===== config.mk =====
export PLATFORM = sky130hd
export DESIGN_NAME = gpu_cmd_tx
export DESIGN_NICKNAME = d
export VERILOG_FILES = /design/src/rtl/gpu_cmd_tx.sv
export SDC_FILE = /design/constraint.sdc
export NUM_CORES = 1
export LEC_CHECK = 0
export CAP_MARGIN = 20
export CELL_PAD_IN_SITES_DETAIL_PLACEMENT = 0
export CELL_PAD_IN_SITES_GLOBAL_PLACEMENT = 1
export CORE_ASPECT_RATIO = 0.9
export CORE_MARGIN = 2
export CORE_UTILIZATION = 35
export DETAILED_ROUTE_END_ITERATION = 10
export PLACE_DENSITY_LB_ADDON = 0.1
export SLEW_MARGIN = 20
export SYNTH_ARGS = -nofsm -noshare
export SYNTH_HDL_FRONTEND = slang
export SYNTH_SLANG_ARGS = --single-unit

===== constraint.sdc =====
create_clock -name clk -period 5.55 [get_ports clk]
set_clock_uncertainty 0.2 [all_clocks]
set_input_delay 1.665 -clock clk [delete_from_list [all_inputs] [get_ports clk]]
set_output_delay 1.665 -clock clk [all_outputs]
set_load 0.05 [all_outputs]

===== src/rtl/gpu_cmd_tx.sv =====
// CPU-side transmitter for the GPU command line: buffers (cmd, param) requests
// and emits cmd/param/0 frames aligned to the GPU's A/B/X receive slots.
module gpu_cmd_tx #(
  parameter int unsigned FIFO_DEPTH = 8,
  parameter int unsigned ADDR_W     = 3
) (
  input  logic              clk,
  input  logic              clr,
  input  logic              req_valid,
  output logic              req_ready,
  input  logic [15:0]       req_cmd,
  input  logic [15:0]       req_param,
  output logic [15:0]       cpuline,
  output logic              busy,
  output logic              err_opcode,
  output logic [ADDR_W:0]   level
);

  localparam int unsigned LVL_W = ADDR_W + 1;
  localparam logic [LVL_W-1:0] DEPTH_L = LVL_W'(FIFO_DEPTH);
  localparam logic [15:0] OPC_MIN = 16'h00C0;
  localparam logic [15:0] OPC_MAX = 16'h00C6;

  // slot_q is the slot currently on the line (the GPU samples it at the next edge)
  typedef enum logic [1:0] {
    SLOT_A = 2'd0,
    SLOT_B = 2'd1,
    SLOT_X = 2'd2
  } slot_e;

  slot_e             slot_q;
  logic              real_q;
  logic [15:0]       param_q;
  logic [ADDR_W-1:0] wr_ptr_q;
  logic [ADDR_W-1:0] rd_ptr_q;
  logic [LVL_W-1:0]  level_d;

  logic [15:0] cmd_mem   [FIFO_DEPTH];
  logic [15:0] param_mem [FIFO_DEPTH];

  logic push_hs;
  logic opcode_ok;
  logic push;
  logic pop;
  logic next_is_a;
  logic busy_d;

  always_comb begin
    push_hs   = req_valid && req_ready;
    opcode_ok = (req_cmd >= OPC_MIN) && (req_cmd <= OPC_MAX);
    push      = push_hs && opcode_ok;
    // An A slot starts after X, or after an idle B
    next_is_a = (slot_q == SLOT_X) || ((slot_q == SLOT_B) && !real_q);
    pop       = next_is_a && (level != '0);
    level_d   = level;
    case ({push, pop})
      2'b10:   level_d = level + LVL_W'(1);
      2'b01:   level_d = level - LVL_W'(1);
      default: level_d = level;
    endcase
    busy_d = (level_d != '0) || (!next_is_a && real_q);
  end

  // Payload storage needs no reset; occupancy is tracked by the pointers
  always_ff @(posedge clk) begin
    if (push) begin
      cmd_mem[wr_ptr_q]   <= req_cmd;
      param_mem[wr_ptr_q] <= req_param;
    end
  end

  always_ff @(posedge clk or negedge clr) begin
    if (!clr) begin
      slot_q     <= SLOT_A;
      real_q     <= 1'b0;
      param_q    <= '0;
      cpuline    <= '0;
      wr_ptr_q   <= '0;
      rd_ptr_q   <= '0;
      level      <= '0;
      req_ready  <= 1'b1;
      busy       <= 1'b0;
      err_opcode <= 1'b0;
    end else begin
      if (push) wr_ptr_q <= wr_ptr_q + ADDR_W'(1);
      if (pop)  rd_ptr_q <= rd_ptr_q + ADDR_W'(1);
      level      <= level_d;
      req_ready  <= (level_d != DEPTH_L);
      busy       <= busy_d;
      err_opcode <= push_hs && !opcode_ok;

      if (next_is_a) begin
        slot_q  <= SLOT_A;
        real_q  <= pop;
        cpuline <= pop ? cmd_mem[rd_ptr_q] : 16'h0000;
        if (pop) param_q <= param_mem[rd_ptr_q];
      end else if (slot_q == SLOT_A) begin
        slot_q  <= SLOT_B;
        cpuline <= real_q ? param_q : 16'h0000;
      end else begin
        slot_q  <= SLOT_X;
        cpuline <= 16'h0000;
      end
    end
  end

endmodule


==> summary by stage, run 1 <==
Synth
During synthesis, Yosys emitted a total of 0 warnings. After technology mapping, the gate count stands at 542. The top flip-flop cell by instance count after synthesis is edfxtp_1. The post-synthesis sequential element count is 304. Counting flops with a built-in enable in the synthesized netlist gives 256. The share of the Yosys chip area taken by registers is 0.769.

After synthesis, the mean cell area works out to 21.3 sq um. Counting distinct cell types in the post-synthesis netlist gives 38. Of all flip-flops after synthesis, the portion carrying an async set or reset was 0.158. The total nets after synthesis is 583. The combined area of all synthesized cells is 11600 sq um.

GRT
Entering global routing, the biggest net connects 54 pins. The number of global-route vias before repair is 5910. The first global-routing pass estimated 37900 microns of wire. The total routing resource utilization after global routing is 0.152. The initial antenna violation count is 1. Global routing finished with a remaining overflow of 0.

Timing
The highest clock rate is 215 MHz. The final max-slew violation count is 0. The final setup slack of the worst path is 903 ps. Of the available clock period, the critical path in the final layout requires 0.837. The hold slack is 296 ps. The worst slew slack as a fraction of its limit is 0.385. Setup repair after global routing left no endpoint under its margin. For the pin with the worst max-slew slack, the measured transition is 923 ps. The final count of hold timing violations was 0. The setup violation total in the final timing report is 0. The time the final worst path needs with I/O delays and setup is 4650 ps.

Drt
For this block, the initial DRC count from the detailed router was 350. The residual antenna-violating net count after detailed routing is 0. The number of vias per cell is 5.06. The post-route DRC violation count is 0. For this block, the via count after detailed routing is 5435. The total iterations of the first detailed-routing run is 6. Wires add up to 25200 microns. After detailed routing, the average wire length per cell comes to 23.5 microns.

Clock tree
Clock-pin slew was measured on the worst setup and hold paths at 60 ps. The number of CTS-inserted buffers is 35. For the worst-skew pair, the clock arrives at the later sink with an insertion delay of 510 ps. In this run the deepest clock path goes through 3 buffers. Buffers inserted to repair hold after CTS numbered 0. The H-tree generated during clock tree synthesis spans 2 levels.

The clock root buffer is clkbuf_16. The TritonCTS clock tree is done. The number of setup buffers added after CTS is 0. Post-CTS repair changed the size of 0 cells. The clock drives 304 sinks.

Place
At the end of routability-driven placement, the weighted congestion stood at 0.721. The worst slack after detailed placement is 348 ps. The number of placed instances, taps included, is 1013. The number of buffer cells added on primary ports is 57.

Summing all placed instances gives a cell area of 12800 sq um. The detailed-placement wirelength estimate is 14200 microns.

Setup path
For the worst flop-to-flop path, the logic depth is 9. The most critical setup path has its endpoint at req_ready. Data arrives at the worst endpoint at 4880 ps. The maximum fanout along the worst path is 9.

The source of the critical timing path is req_cmd[11]. The kind of start point of the critical path is an input port. The end of the worst register-to-register path is req_ready. The startpoint of the worst-slack reg-to-reg timing path is level[0]. Across all register-to-register paths, the minimum setup slack is 2390 ps. The worst setup path is captured at a register. The kind of critical path is input port to register. Data on the critical path is required at its endpoint by 5790 ps.

Cells and area
Fill cells in the final layout number 2827. The final-stage net count is 669. The share of layout cells above drive strength 1 is 0.253. The final non-filler cell total is 1075.

The final design area excluding fillers is 13900 sq um. Relative to the synthesized area, the layout overhead comes to 20.4%. The antenna diode instance count is 0.

Floorplan
The die is 196 microns wide. In this run the vertical extent of the chip is 176 microns. The area inside the core boundary is 32700 sq um. The die covers 34500 sq um. Row generation in the floorplan step produced 63 rows. The starting utilization of the core area is 0.354. The I/O pin total is 58.

Run status
The run finished with clean final reports.

Power
The peak supply drop is 363 uV. The total chip power is 7020 uW. The leakage power figure is 0.00460 uW. The power per cell area is 504 nW/um^2.

Run
Across the run, the number of max-cap violations was 0.

Min path
The path class of the tightest hold or removal check is register to register.
==> cells in the final DEF, fill, tap and decap left out, types with 4 or more instances in the layout <==
master,instances
nor3_2,4
mux2i_1,16
nand2_1,5
nand3_1,4
ha_1,5
clkinv_1,6
a21oi_1,19
inv_1,5
clkdlybuf4s50_1,56
clkbuf_16,37
a22o_1,16
mux4_2,64
dfrtp_1,44
mux2_2,18
buf_4,12
edfxtp_1,256
xnor2_1,4
clkbuf_1,9
clkbuf_8,6
nor2_1,19
buf_12,8
==> logic make-up (layout without fill, tap and decap cells) <==
logic type	Yosys count	count (layout)	share of synthesized area
simple gates	53	53	0.0259
xor+xnor	6	6	0.00454
mux	98	98	0.156
buf+inv	33	144	0.0135
flops	304	304	0.769
fa+ha+maj	6	6	0.00714
compound gates	42	42	0.0243
==> stage by stage <==
stage | TNS [ps] | utilization
floorplan | -80670 | -
global placement | 0 | 0.392
detailed placement | 0 | 0.392
CTS | 0 | 0.426
global route | 0 | 0.426
finish | 0 | 0.426
==> final cells by class <==
cell class,count,area [sq um],share of cell area
Clock buffer,52,1040,0.0748
Multi-Input combinational cell,205,2580,0.185
Sequential cell,304,8900,0.639
Clock inverter,10,48.8,0.00350
Inverter,5,18.8,0.00135
Tap cell,422,528,0.0379
Timing Repair Buffer,77,816,0.0586
==> routing by layer <==
metal / vias to the layer above / GRT usage / share of wire
met1: 2907 / 0.206 / 0.46
met3: 37 / 0.0292 / 0.037
met2: 90 / 0.253 / 0.49
li1: 2399 / - / -
met4: 2 / 0.0410 / 0.017
met5: - / 0 / 0.00048
==> worst min-delay path by stage <==
stage	from	endpoint	cells past startpoint
2_1_floorplan	slot_q[0]	slot_q[0]	1
3_3_place_gp	slot_q[0]	slot_q[0]	1
3_5_place_dp	param_q[9]	cpuline[9]	1
4_1_cts	param_q[8]	cpuline[8]	1
5_1_grt	param_q[8]	cpuline[8]	1
6_report	param_q[8]	cpuline[8]	1
==> synthesized netlist by cell type, types with 2 or more instances <==
master	n	share of area
mux2_2	18	0.018
inv_1	5	0.0016
nand3b_1	2	0.0013
or4_4	2	0.0019
mux4_2	64	0.12
buf_6	2	0.0019
nand2b_1	2	0.0011
a21o_1	2	0.0013
edfxtp_1	256	0.66
ha_1	5	0.0054
nor4b_2	2	0.0026
xnor2_1	4	0.0030
nand3_1	4	0.0017
o21ai_0	2	0.00087
clkbuf_1	13	0.0042
buf_2	11	0.0048
nand2_1	5	0.0016
mux2i_1	16	0.014
a21oi_1	19	0.0082
nor4_1	5	0.0027
a22o_1	16	0.012
xor2_1	2	0.0015
dfrtp_1	47	0.10
nor3_1	6	0.0026
nor2_1	19	0.0062
==> state kept, by name, summed over array words and instances, names as in the netlist <==
name	flops
cmd_mem	128
param_mem	128
cpuline	16
param_q	16
level	4
rd_ptr_q	3
wr_ptr_q	3
slot_q	2
busy	1
err_opcode	1
real_q	1
req_ready	1
==> where the power goes <==
part | internal, uW | leakage, uW | switching [uW]
clock network | 1300 | 0.000537 | 845
registers | 2650 | 0.00286 | 299
logic | 938 | 0.00120 | 994
==> critical path, cell delays in order <==
cell and delay [ps]:
clkdlybuf4s50_1 560, nor4_1 350, buf_4 180, nand3b_1 110
or4_4 530, ha_1 270, ha_1 340, nand3_1 100
a211oi_1 320, o21ai_0 220, a21o_1 220
Power figures use the tool's default switching activity.
==> run 2, diff against run 1 <==
clock period = 4.3 ns   (was 5.55 ns; I/O delays follow)
==> summary by stage, run 2 (same netlist as run 1, synthesis figures left out) <==
Floorplan
The region available for standard cell placement spans 32700 sq um. The total number of placement rows is 63. The starting utilization of the core area is 0.354. 58 I/O pins were placed. In this run the vertical extent of the chip is 176 microns. The overall die area is 34500 sq um. The horizontal die dimension is 196 microns.

Setup path
Counting both buffers and inverters, the worst setup path holds a total of 2. The kind of start point of the critical path is an input port. The setup check on the worst reg-to-reg path leaves a slack of 1380 ps. The kind of critical path is input port to register. The path depth of the worst reg2reg path is 8. The maximum fanout along the worst path is 4. The most critical setup path has its startpoint at req_cmd[8]. The slowest stage of the critical path belongs to the cell or4_4. At the worst endpoint, the arrival time is 4210 ps. Broken down by cell family, the worst path's largest delay share belongs to simple AND/OR/NAND/NOR gates.

The startpoint of the worst-slack reg-to-reg timing path is req_ready. The required time at the worst-slack endpoint is 4540 ps. The delay contributed by the slowest stage of the critical path is 520 ps. The end of the worst register-to-register path is req_ready. The kind of end point of the critical path is a register. The signal on the critical path passes through clkdlybuf4s50_1 > nor4_2 > buf_4 > nand3b_1 > or4_4 > ha_1 > ha_1 > a21oi_1 > a211oi_1 > or3_1 > a21o_1. The cell repeated most along the worst path is ha_1.

Clock tree
TritonCTS built the clock tree. The number of CTS-inserted buffers is 35. The total clock sinks is 304. Clock latency on the worst-skew pair, taken at its later pin, is 510 ps.

The clock input transition at the sequential cells of the worst setup and hold paths is 60 ps. The H-tree was split into 2 levels. Post-CTS timing repair inserted 0 buffers for setup. The longest clock path from root to sink contains 3 buffers. The clock root buffer is clkbuf_16. The total of cells resized after clock tree synthesis is 0. In this run, post-CTS hold repair placed 0 buffers.

GRT
The largest net degree at the start of global routing is 53. The overall overflow remaining after global route is 0. The initial antenna violation count is 1.

The number of global-route vias before repair was 5945. For this run, the total global-route usage over all layers was measured as 0.154. The first global-routing pass estimated 38600 microns of wire.

Cells and area
The utilization after layout is 0.437. The antenna diode instance count is 0. Compared with the post-synthesis result, the final layout area differs by 23.6%. The final-stage net count is 704. The most common cell after layout, fill and taps aside is edfxtp_1.

The top cell types in the final layout, fill and taps aside, are edfxtp_1, mux4_2, clkdlybuf4s50_1. In the final layout, the registers with the most flip-flops are cmd_mem x128, param_mem x128. The final design area excluding fillers is 14300 sq um. The share of layout cells above drive strength 1 is 0.290.

Power
The worst-case IR drop observed on VDD is 324 uV. The internal power contribution is 6340 uW. The power per cell area is 642 nW/um^2. The portion of total power attributed to combinational logic is 0.281. The clock network fraction of design power is 0.303. For this design the total switching power over the nets is 2850 uW. The switching part of the total power is 0.310. Summed over all cells, the static leakage comes to 0.00482 uW. The sequential cell fraction of total power is 0.416.

Run status
The run finished with clean final reports.

Place
Port buffering added 57 buffers. The detailed-placement wirelength estimate is 15500 microns. The placer's final routability congestion estimate is 0.705. Once placement finished, the instance area stood at 13200 sq um.

Min path
The worst hold path belongs to the class register to register. In this run the most critical hold path is launched from param_q[7]. The cell depth of the worst hold path is 1. The path with the worst hold slack has its endpoint at cpuline[7].

Timing
The slew at the pin with the worst max-slew slack is 942 ps. The clock period could shrink to 3970 ps. Dividing the final minimum period by the clock period gives 0.924. The worst slew slack as a fraction of its limit is 0.372. The final max-slew violation count is 0. The final count of hold timing violations is 0. The highest clock rate is 252 MHz. The setup violation total in the final timing report is 0.

Setup repair after global routing left no endpoint under its margin.

Drt
The post-route DRC violation count is 0. The number of vias per cell is 5.04. Before antenna repair, the detailed router went through 4 iterations.

The residual antenna-violating net count after detailed routing is 0. The sum of routed wire length over all layers is 25800 microns. The average wire length per cell after detail routing is 23.2 microns. After the first detailed-routing iteration, the DRC count stood at 373. The total number of vias is 5601.

Run
The tool flagged a number of max-cap violations equal to 0.
[run 2: changes by cell type in the layout (fill, tap and decap cells not counted), sizes merged]
cell | previous run | this run
buf | 21 | 56
clkbuf | 52 | 54
clkdlybuf4s50 | 56 | 54
clkinv | 9 | 4
clkinvlp | 0 | 2
dlymetal6s2s | 0 | 2
inv | 6 | 8
[run 2: metal layers]
metal	share of wire	vias up	GRT usage
li1	-	2465	-
met1	0.45	2984	0.215
met4	0.020	0	0.0429
met3	0.041	37	0.0258
met2	0.49	115	0.251
met5	0	-	0
[run 2: stage by stage]
step	std cells	power [uW]	hold WS [ps]	TNS [ps]	worst slack (ps)
floorplan	542	5630	241	-76040	-594
global placement	1048	6520	280	-18270	-431
detailed placement	1048	6520	298	-20310	-459
CTS	1111	9340	305	0	79.5
global route	1111	9640	315	0	92.8
finish	1111	9190	296	0	328
[run 2: how the worst max path moves through the flow]
stage,to,cells after the start
after floorplan,cmd_mem[1][0],4
after global placement,req_ready,11
after detailed placement,req_ready,11
after CTS,req_ready,11
after global routing,req_ready,11
final,req_ready,11
[run 2: cell type report]
cell class / instances / area (sq um)
multi-input cells: 205 / 2630
clock buffers: 54 / 1020
flip-flops and latches: 304 / 8900
well taps: 422 / 528
fillers: 2832 / 18400
clock inverters: 9 / 62.6
inverters: 5 / 18.8
repair buffers: 112 / 1150
[run 2: worst reg2reg max path, delay by kind of cell (launching register included)]
kind                     cells  cell delay (ps)
AO/OA/AOI/OAI                3              480
AND/OR/NAND/NOR              3             1020
flip-flops                   1              570
adder cells (fa/ha/maj)      2              580
[run 2: power groups by stage]
stage	Combinational (uW)	Clock, uW	Sequential (uW)
6_report	2580	2780	3820
5_1_grt	2790	2980	3870
4_1_cts	2640	2850	3840
3_5_place_dp	2620	0	3900
3_3_place_gp	2620	0	3900
2_1_floorplan	1710	0	3920
==> run 3, diff against run 2 <==
PLACE_DENSITY_LB_ADDON = 0.05   (was 0.1)
==> summary by stage, run 3 (same netlist as run 1, synthesis figures left out) <==
Power
The peak supply drop is 367 uV. Of the total power, the share spent switching nets is 0.302. The total net switching power is 2810 uW. Of the total power, combinational logic draws 0.268. The clock network fraction of design power is 0.312. The leakage power figure is 0.00482 uW. Of the total power, registers draw 0.420.

The power per cell area is 649 nW/um^2. The internal power contribution is 6480 uW. After layout, the design draws a total of 9290 uW.

Floorplan
The floorplan step set the die height to 176 microns. 58 I/O pins were placed. The die covers 34500 sq um.

Measured along the x axis, the die boundary spans 196 microns. The floorplan has 63 rows. The starting utilization of the core area is 0.354.

The area inside the core boundary is 32700 sq um.

Setup path
The critical path arrival is 4370 ps. Data on the critical path is required at its endpoint by 4520 ps. The path depth of the worst reg2reg path is 8.

The setup path with the least slack is of type input port to register. The kind of end point of the critical path is a register. The worst setup path is launched from an input port. The maximum fanout along the worst path is 4.

Clock tree
The number of setup buffers added after CTS is 0. TritonCTS built the clock tree. Clock tree synthesis inserted a total of 35 buffers. The longest clock path from root to sink contains 3 buffers.

After clock tree synthesis, the clock-pin slew on the worst setup and hold paths is 50 ps. The clock insertion delay at the later pin of the skew report is 510 ps. For this design, the sink count on the clock tree is 304. The clock root buffer is clkbuf_16. The number of levels the H-tree was split into is 2.

Place
The detailed-placement wirelength estimate is 15400 microns. The number of placed instances, taps included is 1042. The congestion estimate from routability-driven global placement came to 0.730.

The number of buffer cells added on primary ports is 57.

Drt
In this run the remaining antenna-violating nets after routing total 0. The total number of vias is 5501. The first-iteration detailed-routing DRC count is 311.

After detailed routing, the number of remaining DRC violations is 0. In the final routed layout, each cell accounts on average for 23.5 microns. The sum of routed wire length over all layers is 25900 microns.

The number of vias per cell is 4.99. The first detailed-routing pass took 4 iterations.

GRT
The number of global-route vias before repair was 6017. For this run, the total global-route usage over all layers was measured as 0.155. Entering global routing, the biggest net connects 53 pins.

The initial antenna violation count is 0. The first global-routing pass estimated 38700 microns of wire. The total overflow left after global routing is 0.

Cells and area
For this run, the number of standard cells in the final layout without fillers is 1102. Across the whole layout, storage elements account for 8900 sq um. The largest registers in the layout are cmd_mem x128, param_mem x128. In the final layout, the multi-input gates occupy 2620 sq um.

The final-stage net count is 698. The area growth from synthesis to final layout is 23.8%. Of the cells placed in the final design, the portion with a size suffix greater than 1 is 0.287. The number of antenna diodes in the final layout is 0. The most common cell after layout, fill and taps aside is edfxtp_1. In the layout the commonest cells are edfxtp_1, mux4_2, clkdlybuf4s50_1.

The number of filler instances in the final layout is 2820.

Run status
The flow ran to the end, and the final reports show no timing, DRC or antenna violations.

Timing
The final max-slew violation count was 0. The final count of hold timing violations is 0. The post-route clock period utilization is 0.965. Headroom to the max-slew limit came out at 0.348. Setup violations remaining at the end of the flow were counted as 0.

The highest clock rate is 241 MHz. Setup repair after global routing left no endpoint under its margin. The slew at the pin with the worst max-slew slack is 979 ps. Counting I/O delays and the setup requirement, the final critical path takes 4150 ps.

The hold slack is 299 ps.

Min path
The cell depth of the worst hold path is 1. The class of the worst hold path is register to register.

Run
Max-cap violations in this run came to 0.
run 3: changes by cell type in the layout (fill, tap and decap cells not counted), sizes merged:
| cell | before | now |
|---|---|---|
| clkbuf | 54 | 47 |
| inv | 8 | 5 |
| clkinv | 4 | 10 |
| buf | 56 | 50 |
| bufinv | 0 | 3 |
| clkdlybuf4s50 | 54 | 55 |
| dlymetal6s2s | 2 | 1 |
| clkinvlp | 2 | 0 |
run 3: per-layer routing:
metal / vias to the layer above / wire length [microns] / GRT usage
met4: 0 / 543 / 0.0471
met5: - / 0 / 0
li1: 2460 / - / -
met2: 96 / 12300 / 0.254
met3: 43 / 822 / 0.0256
met1: 2902 / 12200 / 0.216
run 3: worst paths after layout:
kind / slack, ps / to / start
max: 150 / req_ready / req_cmd[10]
min: 300 / slot_q[0] / slot_q[0]
max reg2reg: 1340 / req_ready / req_ready
min reg2reg: 300 / slot_q[0] / slot_q[0]
max in group asynchronous: 2520 / req_ready / clr
min in group asynchronous: 650 / cpuline[7] / clr
run 3: per-stage QoR:
stage | setup WS, ps | instance area (sq um) | util | TNS, ps
CTS | 53.0 | 14300 | 0.437 | 0
floorplan | -594 | 11600 | - | -76040
global route | 67.3 | 14300 | 0.438 | 0
detailed placement | -472 | 13200 | 0.403 | -10070
global placement | -408 | 13200 | 0.403 | -8200
finish | 151 | 14300 | 0.438 | 0
run 3: layout make-up:
| cell class | count | area share |
|---|---|---|
| tap | 422 | 0.0369 |
| timing repair buffer | 106 | 0.0785 |
| sequential | 304 | 0.621 |
| clock buffer | 47 | 0.0694 |
| clock inverter | 13 | 0.00926 |
| multi-input combinational | 205 | 0.183 |
| inverter | 5 | 0.00131 |
run 3: timing repair:
action                                  CTS  global route
hold buffers                              0             0
resized for setup                         0             3
endpoints found under the setup margin    0             3
run 3: critical path, stage by stage:
cell and delay [ps]:
clkdlybuf4s50_1 480, nor4_1 290, buf_4 170, nand3b_1 130, or4_4 520, ha_1 260
ha_1 330, a21oi_1 230, a211oi_2 120, or3_1 380, a21o_1 170
run 3: power by group through the flow:
stage / combinational [uW] / sequential [uW] / clock, uW
floorplan: 1710 / 3920 / 0
global placement: 2520 / 4000 / 0
detailed placement: 2540 / 3990 / 0
CTS: 2550 / 3930 / 2990
global route: 2690 / 3960 / 3100
finish: 2490 / 3900 / 2900
